$ cat src/rtl/output_layer.sv
// Output layer: ReLU/requantizes four hidden results and computes two output neurons with one shared 5x5 multiplier.
// Optional argmax output class_idx is enabled by defining OUT_LAYER_ARGMAX_EN.
module output_layer #(
    parameter int SHIFT   = 4,
    parameter int ACT_MAX = 15
) (
    input  logic               clk,
    input  logic               rst_n,
    input  logic               input_ready,
    input  logic signed [11:0] in0,
    input  logic signed [11:0] in1,
    input  logic signed [11:0] in2,
    input  logic signed [11:0] in3,
    input  logic signed [4:0]  w04,
    input  logic signed [4:0]  w14,
    input  logic signed [4:0]  w24,
    input  logic signed [4:0]  w34,
    input  logic signed [4:0]  w05,
    input  logic signed [4:0]  w15,
    input  logic signed [4:0]  w25,
    input  logic signed [4:0]  w35,
    output logic signed [11:0] out0,
    output logic signed [11:0] out1,
    output logic               output_ready,
    output logic               busy
`ifdef OUT_LAYER_ARGMAX_EN
    ,
    output logic               class_idx
`endif
);

    // state | meaning
    // IDLE  | waiting for input_ready; activations latched on acceptance
    // MAC   | idx 0..7: neuron idx[2], term idx[1:0]; out_n written at term 3
    // DONE  | output_ready high for one cycle, results stable
    typedef enum logic [1:0] {
        S_IDLE = 2'd0,
        S_MAC  = 2'd1,
        S_DONE = 2'd2
    } state_t;

    localparam logic [11:0] ACT_MAX_W = 12'(ACT_MAX);
    localparam logic [4:0]  ACT_MAX_A = 5'(ACT_MAX);

    state_t             state;
    state_t             state_nxt;
    logic [2:0]         idx;
    logic signed [11:0] acc;
    logic [4:0]         act [4];

    logic [1:0]         k;
    logic               n;
    logic signed [4:0]  act_sel;
    logic signed [4:0]  w_sel;
    logic signed [9:0]  prod;
    logic signed [11:0] sum;

    // Negative inputs floor to zero; positives shift down and clamp to ACT_MAX.
    function automatic logic [4:0] requant(input logic signed [11:0] x);
        logic [11:0] s;
        if (x[11]) begin
            s = '0;
        end else begin
            s = $unsigned(x) >> SHIFT;
        end
        if (s > ACT_MAX_W) begin
            return ACT_MAX_A;
        end
        return s[4:0];
    endfunction

    always_comb begin
        state_nxt = state;
        case (state)
            S_IDLE:  if (input_ready) state_nxt = S_MAC;
            S_MAC:   if (idx == 3'd7) state_nxt = S_DONE;
            S_DONE:  state_nxt = S_IDLE;
            default: state_nxt = S_IDLE;
        endcase
    end

    assign k = idx[1:0];
    assign n = idx[2];

    always_comb begin
        w_sel = '0;
        case ({n, k})
            3'd0: w_sel = w04;
            3'd1: w_sel = w14;
            3'd2: w_sel = w24;
            3'd3: w_sel = w34;
            3'd4: w_sel = w05;
            3'd5: w_sel = w15;
            3'd6: w_sel = w25;
            3'd7: w_sel = w35;
            default: w_sel = '0;
        endcase
    end

    // Activations never exceed 15, so bit 4 is always 0 and the signed view is exact.
    assign act_sel = $signed(act[k]);
    assign prod    = act_sel * w_sel;
    assign sum     = acc + {{2{prod[9]}}, prod};

    always_ff @(posedge clk or negedge rst_n) begin
        if (!rst_n) begin
            state <= S_IDLE;
            idx   <= '0;
            acc   <= '0;
            act   <= '{default: '0};
            out0  <= '0;
            out1  <= '0;
        end else begin
            state <= state_nxt;
            case (state)
                S_IDLE: begin
                    if (input_ready) begin
                        act[0] <= requant(in0);
                        act[1] <= requant(in1);
                        act[2] <= requant(in2);
                        act[3] <= requant(in3);
                        idx    <= '0;
                        acc    <= '0;
                    end
                end
                S_MAC: begin
                    idx <= idx + 3'd1;
                    if (k == 2'd3) begin
                        acc <= '0;
                        if (n) begin
                            out1 <= sum;
                        end else begin
                            out0 <= sum;
                        end
                    end else begin
                        acc <= sum;
                    end
                end
                default: ;
            endcase
        end
    end

`ifdef OUT_LAYER_ARGMAX_EN
    // out1 is being written on this same edge, so compare against its incoming value.
    always_ff @(posedge clk or negedge rst_n) begin
        if (!rst_n) begin
            class_idx <= 1'b0;
        end else if (state == S_MAC && idx == 3'd7) begin
            class_idx <= (sum > out0);
        end
    end
`endif

    assign output_ready = (state == S_DONE);
    assign busy         = (state != S_IDLE);

endmodule

$ cat config.mk
export PLATFORM = sky130hd
export DESIGN_NAME = output_layer
export DESIGN_NICKNAME = d
export VERILOG_FILES = /design/src/rtl/output_layer.sv
export SDC_FILE = /design/constraint.sdc
export NUM_CORES = 1
export LEC_CHECK = 0
export BUFFER_PORTS_ARGS = -buffer_cell sky130_fd_sc_hd__buf_2
export CORE_MARGIN = 4
export CORE_UTILIZATION = 50
export DETAILED_ROUTE_END_ITERATION = 12
export PLACE_DENSITY = 0.81
export SLEW_MARGIN = 20
export SYNTH_ARGS = -nofsm -noshare
export SYNTH_HDL_FRONTEND = slang
export SYNTH_SLANG_ARGS = --single-unit
$ cat constraint.sdc
create_clock -name clk -period 8.1 [get_ports clk]
set_clock_uncertainty 0.05 [all_clocks]
set_input_delay 1.62 -clock clk [delete_from_list [all_inputs] [get_ports clk]]
set_output_delay 1.62 -clock clk [all_outputs]
set_load 0.03 [all_outputs]
; Word-level counts from Yosys, hierarchy flattened
; Cells that the tools add are included.
[word_totals]
reg_bits = 61
word_cells = 84
out_inout_bits = 26
in_bits = 91
[op_classes]
n_reduce_logical = 9
bitwise_logic = 2
n_eq_ne = 12
n_mux = 44
n_addsub = 2
n_mul = 1
order_cmp = 5
[ops]
columns = cell, n
row1 = 12-bit 2-to-1 mux, 10
row2 = 5-bit 2-to-1 mux, 10
row3 = "12-bit by 4-bit > comparator with 1-bit output, second input constant", 4
row4 = 5-bit case mux with 8 select lines, 1
row5 = 7-bit 2-to-1 mux, 4
row6 = 12-bit case mux with 2 select lines, 1
row7 = 12-bit adder, 1
row8 = "3-bit equality test, second input constant", 4
row9 = 1-bit 2-to-1 mux, 12
row10 = 5-bit binary-select mux with 2-bit select, 1
row11 = 5-bit by 5-bit multiplier with 10-bit output, 1
row12 = "3-bit by 2-bit equality test with 1-bit output, second input constant", 2
row13 = 3-bit case mux with 2 select lines, 1
row14 = 2-bit AND reduction, 3
row15 = 3-bit AND reduction, 2
row16 = "2-bit equality test, second input constant", 2
row17 = 2-bit 2-to-1 mux, 2
row18 = "2-bit inequality test, second input constant", 2
row19 = 2-bit case mux with 2 select lines, 1
row20 = 2-bit nonzero test, 2
row21 = "3-bit by 1-bit adder with 3-bit output, second input constant", 1
row22 = "3-bit by 1-bit equality test with 1-bit output, second input constant", 1
row23 = "3-bit greater-or-equal comparator, second input constant", 1
row24 = 3-bit zero test, 1
row25 = other kinds (5), 5

; Logic depth before layout (Yosys ltp)
; Gate-level depths: netlist (run 1).
[logic_depth]
ltp_word = 8
depth_mapped = 28
ltp_nobuf = 26

; Least setup slack after synthesis (run 1)
; OpenSTA, ideal clock, no wires.
[synth_timing]
path_type = input -> register
startpoint = input port w25[4]
endpoint = register out0[11]
t_arrival_ns = 6.487
cell_stages = 22
n_path_buf = 0
setup_slack_ns = 1.434
setup_time_ns = 0.129
cell_sequence = a222oi_1 -> a21oi_1 -> a221oi_1 -> nand2_1 -> o21ai_1 -> or2_2 -> fa_1 -> fa_1 -> fa_1 -> inv_1 -> fa_1 -> a211oi_1 -> o21bai_1 -> a21oi_1 -> xnor2_1 -> ha_1 -> a21oi_1 -> o21ai_0 -> a31oi_1 -> xnor2_1 -> xnor2_1 -> o21ai_1
[synth_via]
elab_chain_cells = 3
[synth_lines]
columns = item, line
row1 = start: declaration, 20  ; input logic signed [4:0] w25,
row2 = 5-bit case mux with 8 select lines, 87  ; case ({n, k})
row3 = 5-bit by 5-bit multiplier with 10-bit output, 102  ; assign prod = act_sel * w_sel;
row4 = 12-bit adder, 103  ; assign sum = acc + {{2{prod[9]}}, prod};
row5 = end signal: assignment, 133  ; out0 <= sum;
row6 = end: declaration, 22  ; output logic signed [11:0] out0,
; No other way between the ends.
; A chain may end at the register's enable or synchronous reset.

; Final worst setup path (run 1)
[layout_timing]
startpoint = input port w24[4]
endpoint = register out0[11]
[layout_via]
elab_chain_cells = 3
[layout_lines]
columns = item, line
row1 = start: declaration, 16  ; input logic signed [4:0] w24,
row2 = 5-bit case mux with 8 select lines, 87
row3 = 5-bit by 5-bit multiplier with 10-bit output, 102
row4 = 12-bit adder, 103
; No other way between the ends.

==> metrics.md, run 1 <==
| Metric | Value |
|---|---|
| Setup-failing EPs final | `0` |
| Aggregate routed wire length | `9821 µm` |
| Share of cells above drive strength 1 | `23.85%` |
| First-pass GRT wire length | `16780 µm` |
| Tmin final | `7.236 ns` |
| Synth area leader | `dfrtp_1` |
| # hold bufs at CTS | `0` |
| Core ar. | `8134 µm²` |
| Row count | `33` |
| Capture point of the worst path | `out0[11]` |
| CP Launch Point | `w24[4]` |
| Root buf cell | `clkbuf_8` |
| CTS max path bufs | `2` |
| I/O Buffers | `100` |
| Starting density of the core | `51.15%` |
| Yosys warns | `0` |
| Register-to-register setup slack | `1.03 ns` |
| Post-DP Area | `4743 µm²` |
| FMAX | `0.1382 GHz` |
| Congestion Overflow GR | `0` |
| Nets | `682` |
| Final Max Slew Viols | `0` |
| Clk Latency, worst-skew pair | `0.35 ns` |
| H-tree levels | `3` |
| Synth Cell Area | `4160 µm²` |
| R2R cell count | `24` |
| # diodes | `0` |
| Setup repair after global routing missed its margin | `false` |
| Ranking of synthesized cells by area | `dfrtp_1 37%, ha_1 9.6%, fa_1 9.1%` |
| Synth-to-layout area growth | `19.67%` |
| DIE HEIGHT | `99.22 µm` |
| Worst Path Required | `8.26 ns` |
| RR Startpoint | `idx[0]` |
| Overall Global Routing Usage | `20.91%` |
| CP Capture Type | `flop` |
| Relative max-transition margin | `49.13%` |
| Slowest CP cell | `fa_1` |
| Setup TNS | `0 ns` |
| CTS sink count | `61` |
| RR Endpoint | `out0[11]` |
| Largest net degree at the start of global routing | `62` |
| Cell types with the highest counts after synthesis | `66 x nand2_1, 61 x dfrtp_1, 39 x o21ai_0` |
| Via count | `3530` |
| Detailed Route Iter0 Violations | `191` |
| Max cap viols | `0` |
| Post-DP HPWL | `7695 µm` |
| Die X | `99.22 µm` |
| Initial antenna violation count | `0` |
| CP dominant cell by count | `fa_1` |
| Post-CTS Setup Inserts | `0` |
| CTS buffer count | `9` |
| Ys async rst share | `100.0%` |
| Crit-path max FO | `6` |
| Fillers | `676` |
| DRT Pass-1 Iters | `4` |
| Worst-path cell chain | `buf_2, a221oi_1, a21oi_1, a221oi_1, nand2_1, o21ai_1, or2_2, fa_1, fa_1, fa_1, inv_1, fa_1, a211oi_1, o21bai_1, a21oi_1, xnor2_1, ha_1, nand2_1, o21ai_0, a31oi_1, xnor2_1, xnor2_1, o21ai_1` |
| Final GP Congestion | `0.8765` |
| Number of global-route vias before repair | `3718` |
| Critical path launch point type | `input pin` |
| Critical path class | `in -> reg` |
| Die Footprint | `9844 µm²` |
| Synthesized net count | `585` |
| Top-count cell post-synth | `nand2_1` |
| CP peak stage delay | `0.54 ns` |
| #FFs+latches synth | `61` |
| EDFF count, synth | `0` |
| Synth cell types | `35` |
| Status | `completed` |
| Final Hold Fails | `0` |
| CTS clk-pin slew, worst paths | `0.08 ns` |
| TritonCTS clock tree | `yes` |
| DRT antenna net count | `0` |
| Post-synth top area share | `36.69%` |
| CP arrival | `7.40 ns` |
| Worst slew pin tran | `0.7630 ns` |
| Seq/Total Area, Yosys | `36.69%` |
| DRC viols | `0` |
| Post-CTS Resized | `0` |
| Final Cycle Share | `89.34%` |
| Dominant synthesized flop cell | `dfrtp_1` |
| Synth Area per Inst | `9.391 µm²` |
| Design area | `4979 µm²` |
| Post-synthesis instance total | `443` |
| Routed vias/inst | `5.431` |
| I/O pins | `117` |
| Min-delay worst type | `reg -> reg` |
| Wire per inst | `15.11 µm` |
## logic make-up (layout without fill, tap and decap cells)
family                   after synthesis  after routing  share of synthesized area (%)
buffers and inverters                 53            155                          4.782
AO/OA/AOI/OAI                        111            111                          16.63
XOR/XNOR                              20             20                          4.211
adder cells (fa/ha/maj)               51             51                          18.77
multiplexers                          11             11                          4.271
flip-flops                            61             61                          36.69
AND/OR/NAND/NOR                      136            136                          14.65
## metal layers
layer  global-route usage, %  vias up  routed length [µm]
met5                       0        -                   0
met4                   5.357        0                 141
met3                   4.418       14                 472
met2                   37.50      110                5196
met1                   25.61     1700                4011
li1                        -     1706                   -
## through the flow
stage | hold slack (ns) | worst slack (ns) | utilization (%) | std cells
after floorplan | 0.3932 | 1.434 | - | 443
after global placement | 0.4077 | 0.7795 | 58.31 | 634
after detailed placement | 0.4173 | 0.4978 | 58.31 | 634
after CTS | 0.4345 | 0.8448 | 61.13 | 650
after global routing | 0.4536 | 0.5126 | 61.21 | 650
final | 0.4305 | 0.8638 | 61.21 | 650
## layout by cell type, fill, tap and decap left out, drive strengths merged, types with 9 or more instances in the layout
| cell | n |
|---|---|
| xnor2 | 14 |
| o21ai | 42 |
| clkbuf | 9 |
| and2 | 22 |
| nand2 | 66 |
| ha | 32 |
| dfrtp | 61 |
| fa | 19 |
| inv | 42 |
| a21oi | 22 |
| buf | 101 |
| nor2 | 32 |
| o31ai | 17 |
## worst max-delay path: cells and delay by family
kind / cells / cell delay, ns
adder cells (fa/ha/maj): 5 / 2.38
AO/OA/AOI/OAI: 10 / 2.05
XOR/XNOR: 3 / 0.76
AND/OR/NAND/NOR: 3 / 0.42
buffers and inverters: 2 / 0.17
## state kept, by name, summed over array words and instances, names as in the netlist
name,count
idx,3
act,20
state,2
out0,12
out1,12
acc,12
## cell type report
type	instances	area [µm²]	area share (%)
multi-input cells	329	2441	49.03
flip-flops and latches	61	1526	30.66
repair buffers	101	508.0	10.20
inverters	38	142.6	2.865
well taps	105	131.4	2.639
clock buffers	9	123.9	2.488
clock inverters	7	105.1	2.111
## worst min-delay path by stage
stage	endpoint	depth (start not counted)	startpoint
after floorplan	act[5]	2	act[5]
after global placement	out0[1]	2	out0[1]
after detailed placement	out1[1]	2	out1[1]
after CTS	out1[1]	2	out1[1]
after global routing	out1[1]	2	out1[1]
final	out1[6]	2	out1[6]
Power of run 1 is not shown: default switching activity piles up to over one toggle a cycle in this logic, so the estimate is an artifact.
==> run 2, diff against run 1 <==
--- a/config.mk
+++ b/config.mk
@@ -6,11 +6,14 @@
 export NUM_CORES = 1
 export LEC_CHECK = 0
 export BUFFER_PORTS_ARGS = -buffer_cell sky130_fd_sc_hd__buf_2
+export CELL_PAD_IN_SITES_DETAIL_PLACEMENT = 1
+export CELL_PAD_IN_SITES_GLOBAL_PLACEMENT = 2
 export CORE_MARGIN = 4
-export CORE_UTILIZATION = 50
+export CORE_UTILIZATION = 32
 export DETAILED_ROUTE_END_ITERATION = 12
-export PLACE_DENSITY = 0.81
-export SLEW_MARGIN = 20
+export PLACE_DENSITY = 0.86
+export RECOVER_POWER = 100
+export SLEW_MARGIN = 25
 export SYNTH_ARGS = -nofsm -noshare
 export SYNTH_HDL_FRONTEND = slang
 export SYNTH_SLANG_ARGS = --single-unit
==> metrics.md, run 2 (synthesis gave the netlist of run 1 again) <==
| Metric | Value |
|---|---|
| Largest net degree at the start of global routing | `62` |
| DIE HEIGHT | `122.0 µm` |
| Fillers | `1511` |
| Post-DP HPWL | `8531 µm` |
| DRT Pass-1 Iters | `4` |
| Critical path launch point type | `flop` |
| Max cap viols | `1` |
| Final std cells w/o fill | `717` |
| # hold bufs at CTS | `0` |
| Clk Latency, worst-skew pair | `0.33 ns` |
| Root buf cell | `clkbuf_16` |
| Commonest non-fill, non-tap cell in the layout | `buf_2` |
| Worst slew pin tran | `3.228 ns` |
| Synth-to-layout area growth | `21.47%` |
| # diodes | `0` |
| Relative max-transition margin | `-115.2%` |
| Number of global-route vias before repair | `3736` |
| H-tree levels | `3` |
| Worst Path Required | `8.23 ns` |
| I/O Buffers | `100` |
| Failing checks | `max-capacitance violations, max-slew violations` |
| Die X | `122.0 µm` |
| Critical path class | `reg -> reg` |
| First-pass GRT wire length | `17790 µm` |
| Detailed Route Iter0 Violations | `140` |
| CTS buffer count | `9` |
| Row count | `41` |
| Setup TNS | `0 ns` |
| Starting density of the core | `32.83%` |
| Setup repair after global routing missed its margin | `false` |
| FMAX | `0.1377 GHz` |
| Tmin final | `7.263 ns` |
| Final Hold Fails | `0` |
| Placed cell count | `702` |
| CTS max path bufs | `2` |
| Util after Layout | `39.88%` |
| Share of cells above drive strength 1 | `17.61%` |
| Wire per inst | `14.96 µm` |
| Design area | `5054 µm²` |
| Post-CTS Resized | `0` |
| Setup-failing EPs final | `0` |
| Highest-count cells in the layout ignoring fill and taps | `73 x buf_2, 66 x nand2_1, 61 x dfrtp_1` |
| Aggregate routed wire length | `10730 µm` |
| Routed vias/inst | `4.950` |
| Congestion Overflow GR | `0` |
| Via count | `3549` |
| Crit-path max FO | `10` |
| Post-CTS Setup Inserts | `0` |
| Post-DP Area | `4835 µm²` |
| I/O pins | `117` |
| Core ar. | `12670 µm²` |
| Initial antenna violation count | `0` |
| Final Max Slew Viols | `62` |
| Die Footprint | `14890 µm²` |
| Final Cycle Share | `89.67%` |
| Final GP Congestion | `0.8145` |
| CTS clk-pin slew, worst paths | `0.05 ns` |
| Min-delay worst type | `reg -> reg` |
| Largest Register | `act` |
| TritonCTS clock tree | `yes` |
| DRT antenna net count | `0` |
| Status | `finished, violations left` |
| Nets | `683` |
| CP arrival | `7.39 ns` |
| CP Capture Type | `flop` |
| Overall Global Routing Usage | `14.82%` |
| Number of flip-flops under the largest register name | `20` |
| CTS sink count | `61` |
| DRC viols | `0` |
## run 2: layer usage
| metal | global-route usage, % | vias to the layer above | routed length [µm] | share of wire, % |
|---|---|---|---|---|
| met2 | 24.00 | 66 | 5254 | 49 |
| met4 | 5.182 | 0 | 195 | 1.8 |
| met1 | 20.05 | 1756 | 4903 | 46 |
| met5 | 0 | - | 0 | 0 |
| met3 | 2.553 | 17 | 375 | 3.5 |
| li1 | - | 1710 | - | - |
## run 2: area by class of cell
class,count,area [µm²],area share [%]
Tap cell,172,215.2,4.258
Clock inverter,2,10.01,0.1981
Clock buffer,13,250.2,4.952
Inverter,38,142.6,2.822
Sequential cell,61,1526,30.21
Timing Repair Buffer,102,474.2,9.384
Multi-Input combinational cell,329,2435,48.18
## run 2: worst max-delay path, cell delays in order (launching register included)
cell	delay [ns]
dfrtp_1	0.54
ha_1	0.34
ha_1	0.33
nor4_1	0.31
nand2_1	0.24
o21ai_0	0.73
or2_2	0.25
fa_1	0.42
fa_1	0.54
fa_1	0.55
inv_1	0.07
fa_1	0.48
a211oi_1	0.28
o21bai_1	0.11
a21oi_1	0.19
xnor2_1	0.17
ha_1	0.41
nand2_1	0.10
o21ai_0	0.17
a31oi_1	0.07
xnor2_1	0.44
xnor2_1	0.20
o21ai_0	0.11
## run 2: worst paths after layout
path	depth (start not counted)	startpoint	to	slack [ns]
max in group asynchronous	2	rst_n	act[13]	3.76
hold / removal	2	act[3]	act[3]	0.43
setup reg to reg	22	idx[0]	out0[11]	0.84
setup / recovery	22	idx[0]	out0[11]	0.84
hold reg to reg	2	act[3]	act[3]	0.43
min in group asynchronous	2	rst_n	out0[8]	2.42
## run 2: per-stage QoR
stage | worst slack [ns] | hold WS (ns)
finish | 0.8365 | 0.4275
floorplan | 1.434 | 0.3932
detailed placement | 0.5825 | 0.4154
global route | 0.2351 | 0.4529
global placement | 0.6726 | 0.4106
CTS | 0.8851 | 0.4309
Power of run 2 is left out for the same reason.
